--- src/rtl/framing_encoding_param.sv ---
// Frame buffer and serializer: captures one byte-wide frame, optionally appends CRC-16/KERMIT,
// optionally whitens with PN9 and shifts the result out LSB-first as SYM_WIDTH-bit symbols.
module framing_encoding_param #(
  parameter int         SYM_WIDTH = 1,
  parameter int         DEPTH     = 127,
  parameter bit         CRC_EN    = 1'b1,
  parameter bit         WHITEN_EN = 1'b1,
  parameter logic [8:0] PN9_SEED  = 9'h1FF
) (
  input  logic                 clk,
  input  logic                 reset_n,
  input  logic [7:0]           phr_psdu_in,
  input  logic                 phr_psdu_in_valid,
  output logic [SYM_WIDTH-1:0] framing_encoding_out,
  output logic                 framing_encoding_out_valid,
  output logic                 frame_busy,
  output logic                 frame_error
);

  localparam int             CW         = $clog2(DEPTH + 1);
  localparam int             AW         = (DEPTH > 1) ? $clog2(DEPTH) : 1;
  localparam logic [CW-1:0]  DEPTH_C    = CW'(DEPTH);
  localparam logic [CW-1:0]  ONE_C      = CW'(1);
  localparam logic [2:0]     STEP_C     = 3'(SYM_WIDTH % 8);
  localparam logic [2:0]     LAST_IDX_C = 3'(8 - SYM_WIDTH);

  if (!(SYM_WIDTH == 1 || SYM_WIDTH == 2 || SYM_WIDTH == 4 || SYM_WIDTH == 8)) begin : g_bad_sym_width
    $error("framing_encoding_param: SYM_WIDTH must divide 8");
  end

  typedef enum logic [1:0] {
    IDLE    = 2'd0,
    CAPTURE = 2'd1,
    SEND    = 2'd2
  } state_t;

  function automatic logic [15:0] crc16_kermit(input logic [15:0] crc, input logic [7:0] data);
    logic [15:0] c;
    c = crc ^ {8'h00, data};
    for (int k = 0; k < 8; k++) begin
      c = c[0] ? ({1'b0, c[15:1]} ^ 16'h8408) : {1'b0, c[15:1]};
    end
    return c;
  endfunction

  // Returns {lfsr after SYM_WIDTH steps, mask bits in time order}.
  function automatic logic [SYM_WIDTH+8:0] pn9_run(input logic [8:0] seed);
    logic [8:0]           l;
    logic [SYM_WIDTH-1:0] m;
    l = seed;
    m = {SYM_WIDTH{1'b0}};
    for (int k = 0; k < SYM_WIDTH; k++) begin
      m[k] = l[0];
      l    = {l[0] ^ l[5], l[8:1]};
    end
    return {l, m};
  endfunction

  state_t               state_r;
  logic [7:0]           mem_r [DEPTH];
  logic [CW-1:0]        count_r;
  logic [CW-1:0]        rd_ptr_r;
  logic [2:0]           bit_idx_r;
  logic [15:0]          crc_r;
  logic [8:0]           lfsr_r;
  logic                 ovf_r;
  logic                 in_crc_r;
  logic                 crc_hi_r;
  logic [SYM_WIDTH-1:0] out_r;
  logic                 out_valid_r;
  logic                 busy_r;
  logic                 error_r;

  logic                 wr_en_s;
  logic [AW-1:0]        wr_addr_s;
  logic [7:0]           cur_byte_s;
  logic [SYM_WIDTH-1:0] data_sym_s;
  logic [SYM_WIDTH+8:0] pn9_s;
  logic [SYM_WIDTH-1:0] mask_s;
  logic                 end_of_byte_s;
  logic                 last_sym_s;

  // Buffer write port: byte 0 on frame start, then append while room remains.
  always_comb begin
    wr_en_s   = 1'b0;
    wr_addr_s = count_r[AW-1:0];
    if (phr_psdu_in_valid && (state_r == IDLE)) begin
      wr_en_s   = 1'b1;
      wr_addr_s = {AW{1'b0}};
    end else if (phr_psdu_in_valid && (state_r == CAPTURE) && (count_r < DEPTH_C)) begin
      wr_en_s = 1'b1;
    end else begin
      wr_en_s = 1'b0;
    end
  end

  // Payload storage; contents are don't-care until written, so it carries no reset.
  always_ff @(posedge clk) begin
    if (wr_en_s) begin
      mem_r[wr_addr_s] <= phr_psdu_in;
    end
  end

  // Byte currently being serialized: payload first, then CRC low and high bytes.
  always_comb begin
    if (!in_crc_r) begin
      cur_byte_s = mem_r[rd_ptr_r[AW-1:0]];
    end else if (crc_hi_r) begin
      cur_byte_s = crc_r[15:8];
    end else begin
      cur_byte_s = crc_r[7:0];
    end
    data_sym_s = {SYM_WIDTH{1'b0}};
    for (int k = 0; k < SYM_WIDTH; k++) begin
      data_sym_s[k] = cur_byte_s[3'(bit_idx_r + 3'(k))];
    end
  end

  assign pn9_s         = pn9_run(lfsr_r);
  assign mask_s        = WHITEN_EN ? pn9_s[SYM_WIDTH-1:0] : {SYM_WIDTH{1'b0}};
  assign end_of_byte_s = (bit_idx_r == LAST_IDX_C);
  assign last_sym_s    = end_of_byte_s &&
                         (CRC_EN ? (in_crc_r && crc_hi_r) : (rd_ptr_r == (count_r - ONE_C)));

  // Frame FSM with all outputs registered.
  always_ff @(posedge clk or negedge reset_n) begin
    if (!reset_n) begin
      state_r     <= IDLE;
      count_r     <= {CW{1'b0}};
      rd_ptr_r    <= {CW{1'b0}};
      bit_idx_r   <= 3'd0;
      crc_r       <= 16'h0000;
      lfsr_r      <= PN9_SEED;
      ovf_r       <= 1'b0;
      in_crc_r    <= 1'b0;
      crc_hi_r    <= 1'b0;
      out_r       <= {SYM_WIDTH{1'b0}};
      out_valid_r <= 1'b0;
      busy_r      <= 1'b0;
      error_r     <= 1'b0;
    end else begin
      error_r <= 1'b0;
      case (state_r)
        IDLE: begin
          out_r       <= {SYM_WIDTH{1'b0}};
          out_valid_r <= 1'b0;
          if (phr_psdu_in_valid) begin
            count_r <= ONE_C;
            crc_r   <= crc16_kermit(16'h0000, phr_psdu_in);
            ovf_r   <= 1'b0;
            busy_r  <= 1'b1;
            state_r <= CAPTURE;
          end else begin
            busy_r <= 1'b0;
          end
        end
        CAPTURE: begin
          out_r       <= {SYM_WIDTH{1'b0}};
          out_valid_r <= 1'b0;
          if (phr_psdu_in_valid) begin
            if (count_r < DEPTH_C) begin
              count_r <= count_r + ONE_C;
              crc_r   <= crc16_kermit(crc_r, phr_psdu_in);
            end else begin
              ovf_r <= 1'b1;
            end
          end else if (ovf_r) begin
            error_r <= 1'b1;
            busy_r  <= 1'b0;
            state_r <= IDLE;
          end else begin
            lfsr_r    <= PN9_SEED;
            rd_ptr_r  <= {CW{1'b0}};
            bit_idx_r <= 3'd0;
            in_crc_r  <= 1'b0;
            crc_hi_r  <= 1'b0;
            state_r   <= SEND;
          end
        end
        SEND: begin
          out_r       <= data_sym_s ^ mask_s;
          out_valid_r <= 1'b1;
          lfsr_r      <= pn9_s[SYM_WIDTH+8:SYM_WIDTH];
          // A byte arriving mid-transmission is dropped and flagged.
          error_r     <= phr_psdu_in_valid;
          if (last_sym_s) begin
            busy_r  <= 1'b0;
            state_r <= IDLE;
          end else begin
            bit_idx_r <= bit_idx_r + STEP_C;
            if (end_of_byte_s) begin
              if (in_crc_r) begin
                crc_hi_r <= 1'b1;
              end else if (rd_ptr_r == (count_r - ONE_C)) begin
                in_crc_r <= 1'b1;
              end else begin
                rd_ptr_r <= rd_ptr_r + ONE_C;
              end
            end else begin
              rd_ptr_r <= rd_ptr_r;
            end
          end
        end
        default: begin
          out_r       <= {SYM_WIDTH{1'b0}};
          out_valid_r <= 1'b0;
          busy_r      <= 1'b0;
          state_r     <= IDLE;
        end
      endcase
    end
  end

  assign framing_encoding_out       = out_r;
  assign framing_encoding_out_valid = out_valid_r;
  assign frame_busy                 = busy_r;
  assign frame_error                = error_r;

endmodule

--- config.mk ---
export PLATFORM = sky130hd
export DESIGN_NAME = framing_encoding_param
export DESIGN_NICKNAME = d
export VERILOG_FILES = /design/src/rtl/framing_encoding_param.sv
export SDC_FILE = /design/constraint.sdc
export NUM_CORES = 1
export LEC_CHECK = 0
export CORE_ASPECT_RATIO = 1.5
export CORE_MARGIN = 5
export CORE_UTILIZATION = 62
export DETAILED_ROUTE_END_ITERATION = 10
export DONT_BUFFER_PORTS = 1
export PLACE_DENSITY = 0.88
export SYNTH_ARGS = -nofsm -noshare
export SYNTH_HDL_FRONTEND = slang
export SYNTH_SLANG_ARGS = --single-unit
export TNS_END_PERCENT = 10
--- constraint.sdc ---
create_clock -name clk -period 3.7 [get_ports clk]
set_clock_uncertainty 0.1 [all_clocks]
set_input_delay 0.37 -clock clk [delete_from_list [all_inputs] [get_ports clk]]
set_output_delay 0.37 -clock clk [all_outputs]
set_load 0.01 [all_outputs]
==> impl_metrics.env <==
export IMPL_outcome="finished, violations left"
export IMPL_violations="setup timing"
export IMPL_initial_core_util_pct=62.4
export IMPL_synth_warnings=0
export IMPL_ys_top_cells_by_area="edfxtp_1 70%, mux4_2 6.2%, mux4_1 6.0%"
export IMPL_wl_met2_um=57200
export IMPL_antenna_found_initial=2
export IMPL_critical_path_class="reg -> reg"
export IMPL_dr_pass1_iters=9
export IMPL_fin_crit_ns=3.74
export IMPL_synth_area_leader_cell="edfxtp_1"
export IMPL_worst_slew_pin_transition_ns=0.995
export IMPL_hp_class="in -> reg"
export IMPL_startpoint="rd_ptr_r[0]"
export IMPL_drt_iter0_markers=3698
export IMPL_synth_flop_cell="edfxtp_1"
export IMPL_power_uw=27900
export IMPL_grt_pass1_vias=24800
export IMPL_overflow=0
export IMPL_rows=119
export IMPL_yosys_area_top_type_share_pct=69.7
export IMPL_crit_path_end_kind="flop"
export IMPL_syn_avg_cell_area_um2=19.1
export IMPL_via_per_inst=7.22
export IMPL_clk_path_buf_depth=3
export IMPL_io_buffers=0
export IMPL_wl_um=120000
export IMPL_crit_path_start_kind="flop"
export IMPL_required_ns=4.13
export IMPL_die_x_um=227
export IMPL_highest_layer="met5"
export IMPL_wl_per_cell_um=35.3
export IMPL_reg2reg_from="rd_ptr_r[0]"
export IMPL_die_h_um=335
export IMPL_arrival_ns=4.17
export IMPL_vias=24500
export IMPL_rr_worst_depth=12
export IMPL_wl_met3_um=14600
export IMPL_setup_viol=1
export IMPL_ios=15
export IMPL_worst_slack_ns=-0.0429
export IMPL_yosys_register_bits=1067
export IMPL_area_delta_synth_final_pct=10.1
export IMPL_critPathMaxFanout=38
export IMPL_synthCells=2297
export IMPL_slew_violations=0
export IMPL_leakage_uw=0.0153
export IMPL_synth_edf_count=1016
export IMPL_place_congestion=0.991
export IMPL_grt_pass1_wl_um=172000
export IMPL_grt_max_degree=130
export IMPL_wl_met1_um=36000
export IMPL_dieArea_um2=76100
export IMPL_vdd_drop_max_mv=0.591
export IMPL_syn_area_um2=43800
export IMPL_core_um2=70100
export IMPL_htree_levels=3
export IMPL_grt_usage_pct=31.5
export IMPL_hold_violations=0
export IMPL_finalCritPeriodShare_pct=101
export IMPL_async_flop_share_pct=4.78
export IMPL_regToRegSetupSlack_ns=-0.04
export IMPL_ant_nets=0
export IMPL_numClockSinks=1067
export IMPL_relSlewSlack_pct=33.4
export IMPL_synth_seq_area_share_pct=72.7
export IMPL_rr_endpoint="framing_encoding_out"
export IMPL_pre_cts_ws_ns=-0.378
export IMPL_path_clk_slew_ns=0.07
export IMPL_syn_num_nets=2316
export IMPL_cts_root_buffer_cell="clkbuf_16"
export IMPL_synth_distinct_cells=79
export IMPL_clock_fmax_ghz=0.267
export IMPL_drc_errors=0
export IMPL_cts_made_buffers=89
export IMPL_max_cap_violations=0
export IMPL_cts_setup_buffers=0
export IMPL_cellPowerDensity_nw_per_um2=580
export IMPL_layout_nets=2427
export IMPL_dpl_hpwl_um=68900
export IMPL_final_layout_size_suffix_gt1_share_pct=18.0
export IMPL_insertion_delay_ns=0.66
export IMPL_crit_path_end="framing_encoding_out"
export IMPL_cts_tree="built"
## cell usage after synthesis, drive strengths merged (10+ instances only)
cell type and instances:
o22ai 14, a22oi 54, nor2b 16, o211ai 17
a221oi 11, a21oi 44, clkbuf 75, a22o 10
nand2b 11, dfrtp 42, nand2 129, and2 11
inv 19, xor2 27, buf 61, nor2 157
mux2i 96, nor3 12, a31oi 10, edfxtp 1016
xnor2 27, nand3 34, o21ai 63, mux4 220
## timing repair
item                                   in CTS  in global routing
setup endpoints to repair                   1                  1
endpoints found under the hold margin    1079                  0
gates cloned                                0                  0
resized for setup                           2                  4
hold buffers                               13                  0
pin swaps                                   0                  1
## state kept, by name, indices dropped and copies added, names as in the netlist, 2 cells and up
name	flops
state_r	2
rd_ptr_r	7
count_r	7
mem_r	1016
bit_idx_r	3
lfsr_r	9
crc_r	16
## critical path, stage by stage (launching register included)
cell and delay [ns]:
dfrtp_4 0.51, buf_12 0.30, buf_4 0.24, mux4_1 0.65, and2_1 0.24, a2111oi_4 0.61, buf_4 0.22, a311oi_1 0.04
a21oi_1 0.18, a211oi_1 0.07, o22ai_1 0.17, a32oi_1 0.10, mux2i_1 0.14
## cells in the final DEF (no fill, tap or decap), types with 10 or more instances in the layout
cell	n
inv_1	17
clkbuf_16	92
mux4_2	120
clkinv_2	15
a22o_1	10
mux4_1	100
buf_4	130
a22oi_1	52
nor2b_1	13
a31oi_1	10
mux2i_1	96
clkbuf_1	23
nor3_1	12
o211ai_1	16
o22ai_1	14
nand3_1	34
edfxtp_1	1016
nand2_1	129
nand2b_1	11
xnor2_1	27
xor2_1	27
buf_12	16
nor2_1	156
o21ai_0	58
clkinv_1	13
a221oi_1	11
dfrtp_1	38
a21oi_1	43
## logic make-up (layout without fill, tap and decap cells)
group	count (synthesis)	after routing	share of synthesized area [%]
compound gates	279	279	4.34
xor+xnor	54	54	1.08
fa+ha+maj	8	8	0.229
buf+inv	158	343	3.02
flops	1067	1067	72.7
mux	323	323	14.6
other cells	0	2	0
simple gates	408	408	4.13
## stage by stage
step           cells  TNS, ns  hold WS (ns)  cell area, um2  util (%)
4_1_cts         3389        0       0.00198           48100      68.7
3_5_place_dp    3211   -0.378       -0.0227           45000      64.1
5_1_grt         3389  -0.0860        0.0613           48200      68.7
2_1_floorplan   2297        0       -0.0256           43800         -
6_report        3391  -0.0429        0.0177           48200      68.7
3_3_place_gp    3211   -0.333       -0.0221           45000      64.1
## routing by layer
layer / global-route usage (%) / vias up
li1: - / 9567
met1: 36.9 / 12200
met2: 49.8 / 2128
met3: 8.40 / 586
met4: 24.0 / 2
met5: 0 / -
## final cells by class
class,count,area [um2]
flip-flops and latches,1067,31800
fillers,3857,22000
multi-input cells,1072,10700
clock buffers,118,2430
repair buffers,159,1580
well taps,907,1130
clock inverters,47,440
inverters,19,71.3
diodes,2,5.00
## how the worst min path moves through the flow
stage,startpoint,to,slack [ns],depth (start not counted)
after detailed placement,reset_n,framing_encoding_out_valid,-0.02,0
after global routing,phr_psdu_in[3],mem_r[91][3],0.06,1
after CTS,phr_psdu_in[3],crc_r[15],0.002,3
after global placement,reset_n,framing_encoding_out_valid,-0.02,0
final,phr_psdu_in[3],crc_r[15],0.02,3
after floorplan,reset_n,bit_idx_r[0],-0.03,0
## power by group
part           internal, uW  switching (uW)
clock                  5140            4300
combinational          1950            2750
sequential            13500             288
total                 20600            7340
Power figures use the tool's default switching activity.
==> patch, RTL diff (same settings) <==
The parameter `WHITEN_EN` goes from 1'b1 to 1'b0.
--- a/src/rtl/framing_encoding_param.sv
+++ b/src/rtl/framing_encoding_param.sv
@@ -4,7 +4,7 @@
   parameter int         SYM_WIDTH = 1,
   parameter int         DEPTH     = 127,
   parameter bit         CRC_EN    = 1'b1,
-  parameter bit         WHITEN_EN = 1'b1,
+  parameter bit         WHITEN_EN = 1'b0,
   parameter logic [8:0] PN9_SEED  = 9'h1FF
 ) (
   input  logic                 clk,
Function: changed (Yosys sat finds a counterexample within 4 cycles, from zero or initial values and one cycle with reset_n low).
==> patch against the unedited design <==
Combinational power fell by 25%; wire length decreased by 0.20%; power decreased by 4.1%; area after synthesis down 1.2%; utilization increased by 1.1 points; sequential cell count shrank 9; synthesized cell count decreased by 1.0%; design area is essentially flat; setup slack improved by 0.053 ns; critical path type unchanged; critical endpoint unchanged; largest power group unchanged.
==> patch: results (changes against the unedited design) <==
* Status: finished clean
* First DRT Iteration DRCs: 4566 (+23%)
* Number of global-route vias before repair: 24893 (+0.21%)
- The per-cell routed wire length was 35.0 µm (-0.90%).
* PnR worst setup slack: 0.0106 ns (+0.0534 ns)
* Slowest cell on crit path: a211oi_1
- The later-pin clock latency in the skew report is 0.69 ns (+0.03 ns).
* Via/cell ratio: 7.24 (+0.25%)
* Largest cells by area after synthesis: edfxtp_1, mux4_2, mux2i_1
* Number of antenna violations at the first check in global routing: 3 (+1)
- Syn nets: 2292 (-1.0%)
* Synthesized instance count: 2273 (-1.0%)
- CTS H-Tree Depth: 3 (unchanged)
- Worst-case headroom to the max-slew limit: 0.185 (-0.150)
* Switching share of total power: 0.252 (-0.0106)
- The leakage power figure came to 15.1 nW (-1.5%).
- The met1 global-route usage is 0.388 (+0.0190).
- The largest registers in the layout are mem_r: 1016 flops, crc_r: 16 flops.
- Hold Startpoint: phr_psdu_in[2]
- Global-route usage over all layers: 0.316 (+0.00130)
* Pre-CTS setup slack: 0.165 ns (+0.543 ns)
* Portion of the post-synthesis area used by sequential elements: 0.730 (+0.00345)
- The met2 layer usage reported by global route is 0.500 (+0.00172).
- The wire length of the first global-routing pass was 172000 µm (about the same).
- Synth unique cells: 80 (+1.3%)
- Worst path max stage delay: 0.94 ns (+0.29 ns)
- Maximum ir drop on the vdd rail: 0.532 mV (-9.9%)
- Final net count: 2459 (+1.3%)
- The most critical setup path has its startpoint at rd_ptr_r[1]$_DFFE_PN0P_.
* Length of the first detailed-routing pass in iterations: 7 (-2)
- The post-synthesis async set-or-reset flop share came to 0.0397 (-0.00810).
- Global-route track usage on met3: 0.0823 (-0.00177)
- The path class of the tightest hold or removal check is in2reg.
* Arrival time of the worst setup path: 4.16 ns (about the same)
* Number of buffers created by CTS: 90 (+1.1%)
* Weighted congestion reported at the end of routability-driven placement: 0.949 (-4.3%)
* Ratio of cells with drive above 1 in the final layout: 0.215 (+0.0341)
* Number of placed cells counting well taps: 3227 (+0.50%)
* Max FO, Critical Path: 24 (-37%)
- Largest net degree at the start of global routing: 130 (unchanged)
## patch: changes by cell type after synthesis, sizes merged, moves of 10 or more
cell    change
nor2       +17
buf        +12
mux4       -14
o211ai     -12
nand2      -44
a221oi     +13
mux2i      +54
o21ai      -10
clkbuf     -16
a22oi      -40
## patch: final cells by class
class / instances / area, µm²
Sequential cell: 1058 / 31600
Clock buffer: 107 / 2360
Antenna cell: 3 / 7.51
Tap cell: 900 / 1130
Timing Repair Buffer: 207 / 1950
Clock inverter: 57 / 594
Inverter: 16 / 60.1
Multi-Input combinational cell: 1067 / 10500
Fill cell: 3776 / 20900
## patch: power by group through the flow
stage	Combinational [W]	Sequential, W	Clock [W]
4_1_cts	0.00339	0.0136	0.00963
3_3_place_gp	0.00296	0.0138	0
6_report	0.00354	0.0136	0.00966
2_1_floorplan	0.00239	0.0137	0
3_5_place_dp	0.00309	0.0138	0
5_1_grt	0.00370	0.0136	0.0102
## patch: logic make-up after synthesis
family / share of synthesized area
DFF: 0.730
muxes: 0.149
and+or+nand+nor: 0.0400
xor gates and xnor gates: 0.0107
buffers and inverters: 0.0271
AOI/OAI and AO/OA: 0.0412
adders and majority gates: 0.00232
## patch: worst paths after layout
check	cells after the start	to
worst max-delay path	8	framing_encoding_out$_DFF_PN0_
max in group asynchronous	2	rd_ptr_r[2]$_DFFE_PN0P_
worst max register to register	8	framing_encoding_out$_DFF_PN0_
worst min-delay path	1	mem_r[63][2]$_DFFE_PP_
min in group asynchronous	2	framing_encoding_out_valid$_DFF_PN0_
worst min register to register	2	crc_r[11]$_DFFE_PN0P_
## patch: worst register-to-register path: cells and delay by family (launching register included)
family / cells / cell delay, ns
compound gates: 6 / 1.81
flops: 1 / 0.66
simple gates: 2 / 1.03
## patch: routing by layer
| metal | up-vias | share of wire |
|---|---|---|
| met4 | 2 | 0.090 |
| met1 | 12202 | 0.30 |
| met3 | 605 | 0.13 |
| li1 | 9564 | - |
| met5 | - | 0.00011 |
| met2 | 2339 | 0.48 |
## patch: per-stage QoR
stage          power, W  instance area, µm²  hold WS [ns]
6_report         0.0268               48200        0.0269
4_1_cts          0.0266               48100        0.0182
3_3_place_gp     0.0168               44800       -0.0230
3_5_place_dp     0.0169               44800       -0.0237
5_1_grt          0.0275               48200        0.0617
2_1_floorplan    0.0161               43200       -0.0256
## patch: repair_timing
action                                  4_1_cts  5_1_grt
hold endpoints to repair                   1073        0
resized for setup                             0        3
endpoints found under the setup margin        0        1
hold buffers                                 14        0
setup buffers                                 0        6
